File: config.mk
export PLATFORM = sky130hd
export DESIGN_NAME = irq_controller_flat
export DESIGN_NICKNAME = d
export VERILOG_FILES = /design/src/rtl/irq_controller_if.sv /design/src/rtl/irq_controller.sv /design/src/flat_wrapper.sv
export SDC_FILE = /design/constraint.sdc
export NUM_CORES = 1
export LEC_CHECK = 0
export ABC_AREA = 1
export BUFFER_PORTS_ARGS = -buffer_cell sky130_fd_sc_hd__buf_4
export CORE_ASPECT_RATIO = 0.7
export CORE_MARGIN = 3
export CORE_UTILIZATION = 30
export CTS_BUF_LIST = sky130_fd_sc_hd__clkbuf_4
export DETAILED_ROUTE_END_ITERATION = 8
export GPL_TIMING_DRIVEN = 0
export SYNTH_ARGS = -nofsm -noshare
export SYNTH_HDL_FRONTEND = slang
export SYNTH_SLANG_ARGS = --single-unit
File: constraint.sdc
create_clock -name clk -period 1.2 [get_ports clk]
set_input_delay 0.24 -clock clk [delete_from_list [all_inputs] [get_ports clk]]
set_output_delay 0.24 -clock clk [all_outputs]
set_load 0.01 [all_outputs]
File: src/rtl/irq_controller_if.sv
// Bundle of the source, mask and core-handshake signals around irq_controller.
// The master side drives the sources, the mask writes and the core's ack/done;
// the slave side is the controller itself.
`timescale 1ns/1ps
interface irq_controller_if #(
  parameter int N_SRC   = 4,
  parameter int CAUSE_W = 4
);
  logic [N_SRC-1:0]   irq_src;
  logic               mask_we;
  logic [N_SRC-1:0]   mask_wdata;
  logic               irq_ack;
  logic               irq_done;
  logic               interrupt;
  logic [CAUSE_W-1:0] irq_cause;
  logic [N_SRC-1:0]   pending;
  logic [N_SRC-1:0]   mask;
  logic [15:0]        irq_count;

  modport master (
    output irq_src, mask_we, mask_wdata, irq_ack, irq_done,
    input  interrupt, irq_cause, pending, mask, irq_count
  );

  modport slave (
    input  irq_src, mask_we, mask_wdata, irq_ack, irq_done,
    output interrupt, irq_cause, pending, mask, irq_count
  );
endinterface

File: src/rtl/irq_controller.sv
// Interrupt request controller: edge-detects sources, latches them as pending,
// masks them and presents one fixed-priority request at a time to the core.
//
// Handshake: interrupt/irq_cause rise together and stay stable until irq_ack
// is sampled high; that edge drops interrupt, retires the pending bit and
// counts the interrupt. No new request is raised until irq_done is sampled
// high. irq_ack outside REQ and irq_done outside SERVICE are ignored; in REQ
// an ack coinciding with done is treated as the ack alone.
`timescale 1ns/1ps
module irq_controller #(
  parameter int N_SRC   = 4,
  parameter int CAUSE_W = 4
) (
  input  logic             clk,
  input  logic             rst,
  irq_controller_if.slave  bus,
  output logic [1:0]       state_o
);

  typedef enum logic [1:0] {
    IDLE    = 2'd0,
    REQ     = 2'd1,
    SERVICE = 2'd2
  } state_e;

  state_e             state_q, state_d;
  logic [N_SRC-1:0]   src_q;
  logic [N_SRC-1:0]   pending_q, pending_d;
  logic [N_SRC-1:0]   mask_q, mask_d;
  logic               interrupt_q, interrupt_d;
  logic [CAUSE_W-1:0] cause_q, cause_d;
  logic [15:0]        irq_count_q, irq_count_d;

  logic [N_SRC-1:0]   fire;
  logic [N_SRC-1:0]   eligible;
  logic [N_SRC-1:0]   clr;
  logic [CAUSE_W-1:0] winner;

  assign fire     = bus.irq_src & ~src_q;
  assign eligible = pending_q & mask_q;

  // Lowest set eligible index wins; scanning downward lets the lowest overwrite.
  always_comb begin
    winner = '0;
    for (int i = N_SRC - 1; i >= 0; i--) begin
      if (eligible[i]) winner = CAUSE_W'(i);
    end
  end

  // Next-state and registered-output logic for the request FSM.
  always_comb begin
    state_d     = state_q;
    interrupt_d = interrupt_q;
    cause_d     = cause_q;
    irq_count_d = irq_count_q;
    clr         = '0;
    case (state_q)
      IDLE: begin
        if (|eligible) begin
          state_d     = REQ;
          interrupt_d = 1'b1;
          cause_d     = winner;
        end
      end
      REQ: begin
        // Request is held even if its source gets masked meanwhile.
        if (bus.irq_ack) begin
          for (int i = 0; i < N_SRC; i++) begin
            if (cause_q == CAUSE_W'(i)) clr[i] = 1'b1;
          end
          irq_count_d = irq_count_q + 16'd1;
          interrupt_d = 1'b0;
          state_d     = SERVICE;
        end
      end
      SERVICE: begin
        if (bus.irq_done) state_d = IDLE;
      end
      default: state_d = IDLE;
    endcase
  end

  // Fire is OR-ed after the clear so a same-edge re-fire is never lost.
  always_comb begin
    pending_d = (pending_q & ~clr) | fire;
    mask_d    = bus.mask_we ? bus.mask_wdata : mask_q;
  end

  // State registers; reset drops everything, including pending interrupts.
  always_ff @(posedge clk or posedge rst) begin
    if (rst) begin
      state_q     <= IDLE;
      src_q       <= '0;
      pending_q   <= '0;
      mask_q      <= '1;
      interrupt_q <= 1'b0;
      cause_q     <= '0;
      irq_count_q <= '0;
    end else begin
      state_q     <= state_d;
      src_q       <= bus.irq_src;
      pending_q   <= pending_d;
      mask_q      <= mask_d;
      interrupt_q <= interrupt_d;
      cause_q     <= cause_d;
      irq_count_q <= irq_count_d;
    end
  end

  assign bus.interrupt = interrupt_q;
  assign bus.irq_cause = cause_q;
  assign bus.pending   = pending_q;
  assign bus.mask      = mask_q;
  assign bus.irq_count = irq_count_q;
  assign state_o       = state_q;

endmodule

File: src/flat_wrapper.sv
// flat-port wrapper written by rule: the top's interface ports become plain ports
module irq_controller_flat 
#(
  parameter int N_SRC   = 4,
  parameter int CAUSE_W = 4
)
  (clk, rst, state_o, bus_irq_src, bus_mask_we, bus_mask_wdata, bus_irq_ack, bus_irq_done, bus_interrupt, bus_irq_cause, bus_pending, bus_mask, bus_irq_count);
  irq_controller_if #(.N_SRC(N_SRC), .CAUSE_W(CAUSE_W)) bus_i ();
  input  logic clk;
  input  logic rst;
  output logic [1:0] state_o;
  input wire logic [$bits(bus_i.irq_src)-1:0] bus_irq_src;
  input wire logic [$bits(bus_i.mask_we)-1:0] bus_mask_we;
  input wire logic [$bits(bus_i.mask_wdata)-1:0] bus_mask_wdata;
  input wire logic [$bits(bus_i.irq_ack)-1:0] bus_irq_ack;
  input wire logic [$bits(bus_i.irq_done)-1:0] bus_irq_done;
  output wire logic [$bits(bus_i.interrupt)-1:0] bus_interrupt;
  output wire logic [$bits(bus_i.irq_cause)-1:0] bus_irq_cause;
  output wire logic [$bits(bus_i.pending)-1:0] bus_pending;
  output wire logic [$bits(bus_i.mask)-1:0] bus_mask;
  output wire logic [$bits(bus_i.irq_count)-1:0] bus_irq_count;
  assign bus_i.irq_src = bus_irq_src;
  assign bus_i.mask_we = bus_mask_we;
  assign bus_i.mask_wdata = bus_mask_wdata;
  assign bus_i.irq_ack = bus_irq_ack;
  assign bus_i.irq_done = bus_irq_done;
  assign bus_interrupt = bus_i.interrupt;
  assign bus_irq_cause = bus_i.irq_cause;
  assign bus_pending = bus_i.pending;
  assign bus_mask = bus_i.mask;
  assign bus_irq_count = bus_i.irq_count;
  irq_controller #(.N_SRC(N_SRC), .CAUSE_W(CAUSE_W)) u_core (.clk(clk), .rst(rst), .bus(bus_i), .state_o(state_o));
endmodule
Word-level counts from Yosys, hierarchy flattened --
Index checks and enable logic that the tools add are counted.
Cells by class: add/subtract/negate cells 1, equal/unequal tests 8, mux-type cells 17, bitwise operators 6, reduce and logical (&&, ||, !) cells 8
Operator list (number):
- 16-bit by 1-bit adder with 16-bit output (second input constant) | 1
- 2-bit 2-to-1 mux | 7
- 4-bit AND | 3
- 4-bit by 2-bit equality test with 1-bit output (second input constant) | 2
- 4-bit 2-to-1 mux | 2
- 4-bit inverter | 2
- 1-bit 2-to-1 mux | 6
- 2-bit case mux with 3 select lines | 1
- 3-bit AND reduction | 2
- 4-bit by 1-bit equality test with 1-bit output (second input constant) | 1
- 4-bit zero test | 1
- 2-bit != test (second input constant) | 2
- 4-bit OR | 1
- 2-bit AND reduction | 2
- 4-bit OR reduction | 1
- 2-bit by 1-bit equality test with 1-bit output (second input constant) | 1
- 2-bit equality test (second input constant) | 1
- 2-bit zero test | 1
- 2-bit by 1-bit != test with 1-bit output (second input constant) | 1
- 1-bit case mux with 2 select lines | 1
- 2-bit nonzero test | 1
Storage, ports and cells: register bits after elaboration 35, input port bits 13, output and inout port bits 31, word-level logic and storage cells 47

Logic depth before layout (Yosys ltp) --
Gate-level depths: netlist (run 1).
depth in word-level cells 7, mapped depth 8, depth with buffers taken out 8

Least setup slack after synthesis (run 1) --
No wires, ideal clock.
kind flip-flop to flip-flop, from register u_core.irq_count_q[0] (netlist: u_core.bus.irq_count[0]), to register u_core.irq_count_q[10] (netlist: u_core.bus.irq_count[10]), library setup time 79 ps, data arrival time 1196 ps, required time 1121 ps, setup slack -75 ps, stages on the path, launching flop included 7, buffers on the path 0, clock period less this slack 1275 ps, path through dfrtp_1 ha_1 nand3_2 nor2_4 nand2_2 nor2_2 xor2_1
On the way: longest elaborated chain between the ends 1
RTL lines:
- start: declaration | RTL line irq_controller.sv:32 | logic [15:0] irq_count_q, irq_count_d;
- start signal: assignment | RTL line irq_controller.sv:106 | irq_count_q <= irq_count_d;
- 16-bit by 1-bit adder with 16-bit output | RTL line irq_controller.sv:71 | irq_count_d = irq_count_q + 16'd1;
No other way between the ends. A chain may end at the register's enable or synchronous reset.

Final worst setup path (run 1) --
from register u_core.state_q[1] (netlist: u_core.state_o[1]), to register u_core.irq_count_q[6] (netlist: u_core.bus.irq_count[6])
On the way: longest elaborated chain between the ends 2
RTL lines:
- start: declaration | RTL line irq_controller.sv:26 | state_e state_q, state_d;
- start signal: assignment | RTL line irq_controller.sv:100 | state_q <= state_d;
- 2-bit by 1-bit equality test with 1-bit output | RTL line irq_controller.sv:57 | case (state_q)
- 2-bit AND reduction (no source line)
No other way between the ends.

==> flow_metrics.tcl, run 1 <==
set metrics [dict create \
    outcome "finished, violations left" \
    failed_checks "negative setup slack" \
    path_class "reg -> reg" \
    cts_tree "built" \
    drt_iter0_drc 40 \
    crit_fanout 7 \
    core_area_mm2 0.00460 \
    power_leakage_nw 1.12 \
    clkSinkCount 33 \
    drt_first_pass_iters 4 \
    cts-buffers-inserted 5 \
    viasPerCell 4.13 \
    ys_warn_count 0 \
    antenna_cells 0 \
    cp.required_ns 1.42 \
    ys_top_cells_by_area "dfrtp_1 (48%), nand2_1 (10%), dfstp_2 (6.9%)" \
    die_h_um 65.5 \
    worst_slack_ns -0.0638 \
    fin_tns_setup_ns -0.356 \
    setup_violations 14 \
    worst-slew-pin-transition_ns 0.710 \
    antenna_found_initial 0 \
    syn_inst 161 \
    cts_buffer_depth 2 \
    grt_max_degree 34 \
    worstSetupStartpointType "flop" \
    clk_latency_ns 0.32 \
    synth_area_per_cell_um2 9.42 \
    avgRoutedWirePerCell_um 11.5 \
    ant_nets 0 \
    synth_top_area_share_pct 47.9 \
    vias 1221 \
    row_count 20 \
    grt_usage_pct 11.6 \
    timing.fmax_ghz 0.791 \
    nets 243 \
    p_sw_share_pct 36.0 \
    skew_ns 0.0120 \
    design_area_mm2 0.00229 \
    period_needed_ns 1.26 \
    hold_violations 0 \
    cts_max_level 2 \
    io_pins 44 \
    cts-root-buf "clkbuf_4" \
    slowest_stage "dfrtp_1" \
    die_area_mm2 0.00596 \
    area_growth_pct 51.3 \
    cap_violations 0 \
    slew_violations 0 \
    rsz0062_at_grt "yes" \
    hp-class "in -> async" \
    drc 0 \
    cp-end-kind "flop" \
    p_total_w 0.00398 \
    p_clk_share_pct 15.9 \
    clk_pin_slew_worst_paths_ns 0.10 \
    slew_headroom_pct 52.6 \
    portBuffers 41 \
    p_sw_w 0.00143 \
    synth_cell_type_count 27 \
    period_share_pct 105 \
    hpwl_um 2420 \
    yosysTopAreaCell "dfrtp_1" \
    gr-total-overflow 0 \
    p_comb_share_pct 42.3 \
    post-place-ws_ns -0.412 \
    p_int_w 0.00255 \
    seq_area_frac_synth_pct 54.8 \
    drive_above_1_share_pct 51.3 \
    wirelength_um 3410 \
    vdd_drop_max_v 0.000616 \
    ys_ff_latch 33 \
    cp_slowest_stage_delay_ns 0.42 \
    grt_first_pass_wirelength_um 5470 \
    power_density_mw_per_mm2 1730 \
    die_width_um 91.0 \
    crit_arrival_ns 1.49 \
    grt_pass1_vias 1120 \
    initial_core_util_pct 32.9 \
    netlist_area_mm2 0.00152 \
    seq_power_share_pct 41.8 \
    path_cells "inv_2, nand3_4, buf_8, nor3_2, xnor2_1, inv_1" \
    gp_congestion 0.731 \
    hold_buffers 0 \
    dpl_cell_area_mm2 0.00192 \
]
-- flip-flops by register name, indices dropped and copies added, names as in the netlist --
register	count
u_core.bus.irq_count	16
u_core.bus.mask	4
u_core.bus.pending	4
u_core.src_q	4
u_core.bus.irq_cause	2
u_core.state_o	2
u_core.bus.interrupt	1
-- power groups by stage --
stage                     clock network [W]  registers, W  logic (W)
final                              0.000631       0.00167    0.00168
after global routing               0.000704       0.00171    0.00183
after CTS                          0.000658       0.00165    0.00137
after detailed placement                  0       0.00166    0.00113
after global placement                    0       0.00166    0.00111
after floorplan                           0       0.00171   0.000521
-- placed cells by master, fill, tap and decap left out, types with 2 or more instances in the layout --
cell type / count
nand3_4: 2
o21ai_0: 2
nor2_2: 6
buf_4: 49
mux2_2: 3
nor2_4: 5
o21ai_2: 3
nand4_1: 2
dfrtp_1: 21
buf_6: 13
conb_1: 2
nand3_2: 5
nand2_1: 38
xnor2_1: 6
xor2_1: 5
inv_1: 18
clkbuf_4: 7
nand2_2: 3
o21ai_1: 8
dfrtp_2: 8
dfstp_2: 4
nor2_1: 4
-- cell families (layout without fill, tap and decap cells) --
| logic type | count (synthesis) | in the layout | synth area share [%] |
|---|---|---|---|
| simple gates | 72 | 72 | 23.3 |
| flops | 33 | 33 | 54.8 |
| buf+inv | 25 | 93 | 7.18 |
| compound gates | 15 | 15 | 5.12 |
| xor+xnor | 11 | 11 | 6.35 |
| mux | 3 | 3 | 2.23 |
| fa+ha+maj | 1 | 1 | 0.825 |
| other cells | 1 | 2 | 0.247 |
-- final timing paths --
check / start / endpoint / slack, ns / depth (start not counted)
hold reg to reg: u_core.src_q[1] / u_core.bus.pending[1] / 0.41 / 1
max in group asynchronous: rst / u_core.bus.irq_count[0] / 0.74 / 2
min in group clk: bus_irq_src[1] / u_core.src_q[1] / 0.03 / 1
setup reg to reg: u_core.state_o[1] / u_core.bus.irq_count[6] / -0.06 / 6
setup / recovery: u_core.state_o[1] / u_core.bus.irq_count[6] / -0.06 / 6
hold / removal: rst / u_core.src_q[0] / 0.02 / 2
-- routing by layer --
layer	vias to the layer above	wire (um)	GRT usage [%]
li1	633	-	-
met1	562	1860	18.0
met2	24	1370	15.7
met3	2	152	3.09
met4	0	27	2.82
met5	-	0	0
-- what timing repair did --
| item | CTS | global route |
|---|---|---|
| resized for setup | 30 | 30 |
| endpoints found under the hold margin | 0 | 0 |
| pin swaps | 4 | 11 |
| endpoints found under the setup margin | 25 | 32 |
| buffers inserted | 10 | 9 |
-- worst max-delay path: cells and delay by family, from the launching register on --
kind | cells | cell delay [ns]
buffers and inverters | 3 | 0.31
DFF | 1 | 0.42
xor gates and xnor gates | 1 | 0.13
and+or+nand+nor | 2 | 0.31
-- final cells by class --
cell class / count / area (um^2)
fill: 448 / 2310
sequential: 33 / 841
multi-input combinational: 104 / 692
timing repair buffer: 60 / 499
inverter: 22 / 93.8
tap: 66 / 82.6
clock buffer: 7 / 52.6
buffer: 3 / 30.0
clock inverter: 1 / 3.75
-- per-stage QoR --
| step | cells | utilization [%] | hold slack [ns] |
|---|---|---|---|
| detailed placement | 269 | 41.8 | 0.360 |
| finish | 296 | 49.8 | 0.0243 |
| global placement | 269 | 41.8 | 0.359 |
| floorplan | 162 | - | 0.271 |
| CTS | 287 | 46.1 | 0.0140 |
| global route | 296 | 49.8 | 0.000191 |
-- Yosys cell counts --
cell / instances
nand4_1: 2
conb_1: 1
nand3_2: 3
mux2_2: 3
nand2_2: 1
nor2_4: 1
ha_1: 1
buf_6: 1
buf_4: 2
o21ai_0: 13
dfstp_2: 4
nand3_4: 1
nor2_1: 10
nand3b_1: 1
inv_1: 21
or2_1: 1
xnor2_1: 6
nand3_1: 4
xor2_1: 5
dfrtp_1: 29
o31ai_1: 1
nor3_1: 1
inv_2: 1
nor3_2: 2
nand2_1: 41
nor2_2: 4
o21ai_1: 1
Note: power is estimated with default switching activity, not from simulation.
==> run 2, diff against run 1 <==
Settings changed: RECOVER_POWER from default to 25.
==> run 2 against run 1 <==
- critical path depth did not move
- combinational power about the same
- power hardly changed
- global-route usage unchanged
- count of clock-buffer cells in the layout unchanged
- critical endpoint unchanged
- sequential share of layout area rose by 0.12 points
- sequential cell count is the same
- highest routed layer unchanged
- the flow still finishes with violations (negative setup slack)
- largest power group unchanged
- largest cell class unchanged
- cell count stayed put
==> flow_metrics.tcl, run 2 (same netlist as run 1, synthesis figures left out) <==
set metrics [dict create \
    die_h_um 65.5 \
    cp-end-kind "flop" \
    drc 0 \
    die_area_mm2 0.00596 \
    core_area_mm2 0.00460 \
    dpl_cell_area_mm2 0.00192 \
    grt_first_pass_wirelength_um 5470 \
    cts-buffers-inserted 5 \
    io_pins 44 \
    period_needed_ns 1.26 \
    cts_max_level 2 \
    cap_violations 0 \
    hold_buffers 0 \
    worstSetupStartpointType "flop" \
    drive_above_1_share_pct 50.4 \
    clkSinkCount 33 \
    row_count 20 \
    crit_arrival_ns 1.49 \
    antenna_found_initial 0 \
    worst_slack_ns -0.0638 \
    grt_pass1_vias 1120 \
    post-place-ws_ns -0.412 \
    rsz0062_at_grt "yes" \
    viasPerCell 4.13 \
    gp_congestion 0.731 \
    timing.fmax_ghz 0.791 \
    n_fill_cell 448 \
    cts_tree "built" \
    crit_fanout 7 \
    largest_reg_flops 16 \
    slew_violations 0 \
    vdd_drop_max_v 0.000614 \
    layout_common_cells "buf_4 (44), nand2_1 (38), dfrtp_1 (21)" \
    period_share_pct 105 \
    hpwl_um 2420 \
    power_density_mw_per_mm2 1740 \
    area_growth_pct 50.8 \
    failed_checks "negative setup slack" \
    fin_tns_setup_ns -0.352 \
    clk_latency_ns 0.32 \
    clk_pin_slew_worst_paths_ns 0.10 \
    path_class "reg -> reg" \
    nets 243 \
    hold_violations 0 \
    design_area_mm2 0.00229 \
    worst-slew-pin-transition_ns 0.711 \
    layout_commonest_cell "buf_4" \
    ant_nets 0 \
    grt_usage_pct 11.6 \
    cts_buffer_depth 2 \
    vias 1221 \
    cts-root-buf "clkbuf_4" \
    drt_iter0_drc 39 \
    avgRoutedWirePerCell_um 11.5 \
    initial_core_util_pct 32.9 \
    p_total_w 0.00398 \
    antenna_cells 0 \
    die_width_um 91.0 \
    cp.required_ns 1.42 \
    skew_ns 0.0120 \
    portBuffers 41 \
    drt_first_pass_iters 4 \
    setup_violations 14 \
    slew_headroom_pct 52.5 \
    gr-total-overflow 0 \
    hp-class "in -> async" \
    wirelength_um 3400 \
    power_leakage_nw 1.11 \
    utilization_pct 49.7 \
    grt_max_degree 34 \
    outcome "finished, violations left" \
]
## run 2: per-layer routing
metal / wire length [um] / GRT usage [%] / share of wire, % / vias up
met5: 0 / 0 / 0 / -
met3: 154 / 3.09 / 4.5 / 2
li1: - / - / - / 633
met2: 1370 / 15.7 / 40 / 24
met4: 27 / 2.82 / 0.79 / 0
met1: 1850 / 18.0 / 54 / 562
## run 2: what timing repair did
item | in CTS | in global routing
pin swaps | 4 | 11
setup buffers | 10 | 9
gates resized for setup | 30 | 30
endpoints found under the setup margin | 25 | 32
## run 2: path summary, 6_finish.rpt
path,slack [ns],depth (start not counted),end,from
setup / recovery,-0.06,6,u_core.bus.irq_count[6],u_core.state_o[1]
hold / removal,0.01,2,u_core.src_q[0],rst
setup reg to reg,-0.06,6,u_core.bus.irq_count[6],u_core.state_o[1]
hold reg to reg,0.41,1,u_core.bus.pending[1],u_core.src_q[1]
max in group asynchronous,0.75,2,u_core.bus.irq_count[0],rst
min in group clk,0.04,1,u_core.src_q[2],bus_irq_src[2]
## run 2: final cells by class
cell class              instances  area [um^2]  area share, %
flip-flops and latches         33          841           36.8
multi-input cells             104          692           30.3
repair buffers                 60          492           21.5
inverters                      22         93.8           4.10
well taps                      66         82.6           3.61
clock buffers                   7         52.6           2.30
plain buffers                   3         30.0           1.31
clock inverters                 1         3.75          0.164
## run 2: critical path, cell delays in order, from the launching register on
cell	delay [ns]
dfrtp_1	0.42
inv_2	0.08
nand3_4	0.13
buf_8	0.18
nor3_2	0.18
xnor2_1	0.13
inv_1	0.05
## run 2: power breakdown
part / leakage (nW) / total, W / switching [W] / internal, W
Combinational: 0.692 / 0.00168 / 0.000781 / 0.000899
Sequential: 0.389 / 0.00166 / 0.000289 / 0.00138
Clock: 0.0338 / 0.000631 / 0.000361 / 0.000271
## run 2: metrics by stage
step,std cells,hold slack (ns)
2_1_floorplan,162,0.271
3_3_place_gp,269,0.359
3_5_place_dp,269,0.360
4_1_cts,287,0.0140
5_1_grt,296,0.0242
6_report,296,0.0146
==> run 3, diff against run 2 <==
Settings changed: CAP_MARGIN from default to 0.
Clock period 1.2 ns to 1.19 ns, I/O delays scaled along.
==> run 3 against run 2 <==
- sequential power is 2% higher
- sequential cell count unchanged
- hold slack better by 0.077 ns
- the flow still finishes with violations (negative setup slack)
- register-to-register slack worse by 0.02 ns
- critical endpoint is now bus_irq_count[1]
- sequential share of layout area down 3.5 points
==> flow_metrics.tcl, run 3 (same netlist as run 1, synthesis figures left out) <==
set metrics [dict create \
    outcome "finished, violations left" \
    failed_checks "negative setup slack" \
    fin_tns_setup_ns -0.756 \
    cp.required_ns 0.95 \
    period_share_pct 108 \
    gp_congestion 0.803 \
    post-place-ws_ns -0.365 \
    power_leakage_nw 1.23 \
    drive_above_1_share_pct 54.0 \
    layout_common_cells "buf_4 (51), nand2_1 (34), dfrtp_1 (20)" \
    power_density_mw_per_mm2 1700 \
    die_width_um 91.0 \
    setup_violations 18 \
    cp-end-kind "primary output" \
    ant_nets 0 \
    cts_max_level 2 \
    gr-total-overflow 0 \
    slowest_stage "dfrtp_1" \
    crit_arrival_ns 1.05 \
    timing.fmax_ghz 0.777 \
    io_pins 44 \
    cts_buffer_depth 2 \
    die_h_um 65.5 \
    worstRegToRegCells 6 \
    largest_reg_flops 16 \
    avgRoutedWirePerCell_um 11.7 \
    wirelength_um 3670 \
    clk_pin_slew_worst_paths_ns 0.10 \
    hp-class "in -> reg" \
    cap_violations 0 \
    dp.cells 269 \
    clkSinkCount 33 \
    grt_first_pass_wirelength_um 5620 \
    final_cells 314 \
    rsz0062_at_grt "yes" \
    hold_violations 0 \
    hpwl_um 2420 \
    row_count 20 \
    clk_latency_ns 0.33 \
    die_area_mm2 0.00596 \
    skew_ns 0.00737 \
    viasPerCell 4.21 \
    cts-root-buf "clkbuf_4" \
    grt_pass1_vias 1155 \
    antenna_found_initial 0 \
    initial_core_util_pct 32.9 \
    whs_path_depth 2 \
    antenna_cells 0 \
    crit_path_frequent_cell "buf_4" \
    path_class "reg -> out" \
    drt_first_pass_iters 4 \
    regArea_um2 842 \
    layout_commonest_cell "buf_4" \
    area_growth_pct 66.8 \
    crit_fanout 3 \
    nets 261 \
    multiInputGateArea_um2 752 \
    drc 0 \
    n_fill_cell 417 \
    vdd_drop_max_v 0.000712 \
    worstSetupStartpointType "flop" \
    worst_slack_ns -0.0968 \
    grt_usage_pct 12.3 \
    cts-buffers-inserted 5 \
    portBuffers 41 \
    cp_slowest_stage_delay_ns 0.43 \
    core_area_mm2 0.00460 \
    period_needed_ns 1.29 \
    grt_max_degree 34 \
    slew_violations 0 \
    vias 1321 \
    path_cells "buf_4, buf_4" \
    cts_tree "built" \
    drt_iter0_drc 27 \
]
[run 3: cell count changes in the layout (fill, tap and decap cells not counted), moves of 3 or more]
cell,change
buf_4,+7
nand2_1,-4
dlygate4sd3_1,+5
nor2_4,+4
nand3_2,-4
nand2_2,+3
nor2_2,-5
buf_6,+5
[run 3: per-stage QoR]
| stage | utilization, % | hold slack [ns] | instance area (um^2) | power (W) |
|---|---|---|---|---|
| final | 54.9 | 0.0918 | 2530 | 0.00431 |
| after global routing | 54.9 | 0.0625 | 2530 | 0.00457 |
| after CTS | 46.4 | 0.00244 | 2130 | 0.00374 |
| after detailed placement | 41.8 | 0.358 | 1920 | 0.00281 |
| after global placement | 41.8 | 0.357 | 1920 | 0.00280 |
| after floorplan | - | 0.269 | 1530 | 0.00226 |
[run 3: worst paths after layout]
kind / start / endpoint / slack, ns
max: u_core.bus.irq_count[1] / bus_irq_count[1] / -0.1
min in group asynchronous: rst / u_core.src_q[2] / 0.39
max in group asynchronous: rst / u_core.bus.mask[2] / 0.31
min: bus_irq_done / u_core.state_o[1] / 0.09
min reg2reg: u_core.src_q[2] / u_core.bus.pending[2] / 0.41
max reg2reg: u_core.bus.irq_count[1] / u_core.bus.irq_count[13] / -0.08
[run 3: power by group]
part,switching (W),internal [W],leakage [nW]
logic,0.000907,0.00112,0.813
registers,0.000306,0.00139,0.387
clock network,0.000371,0.000214,0.0300
[run 3: critical path, delay by kind of cell, from the launching register on]
family                 cells  cell delay [ns]
buffers and inverters      2             0.29
DFF                        1             0.43
[run 3: what timing repair did]
item / CTS / global route
hold buffers: 0 / 5
setup buffers: 14 / 17
endpoints found under the setup margin: 24 / 45
gates resized for setup: 25 / 50
pin swaps: 4 / 15
hold endpoints to repair: 0 / 12
[run 3: layout make-up]
cell class	instances	share of cell area, %
well taps	66	3.26
plain buffers	3	1.19
flip-flops and latches	33	33.3
clock buffers	5	1.48
multi-input cells	104	29.7
clock inverters	3	0.495
inverters	22	3.46
repair buffers	78	27.1
[run 3: per-layer routing]
metal | track usage [%] | wire (um) | vias up
met5 | 0 | 0 | -
met4 | 4.51 | 40 | 0
met3 | 4.35 | 180 | 4
met2 | 16.2 | 1570 | 27
met1 | 18.2 | 1880 | 609
li1 | - | - | 681
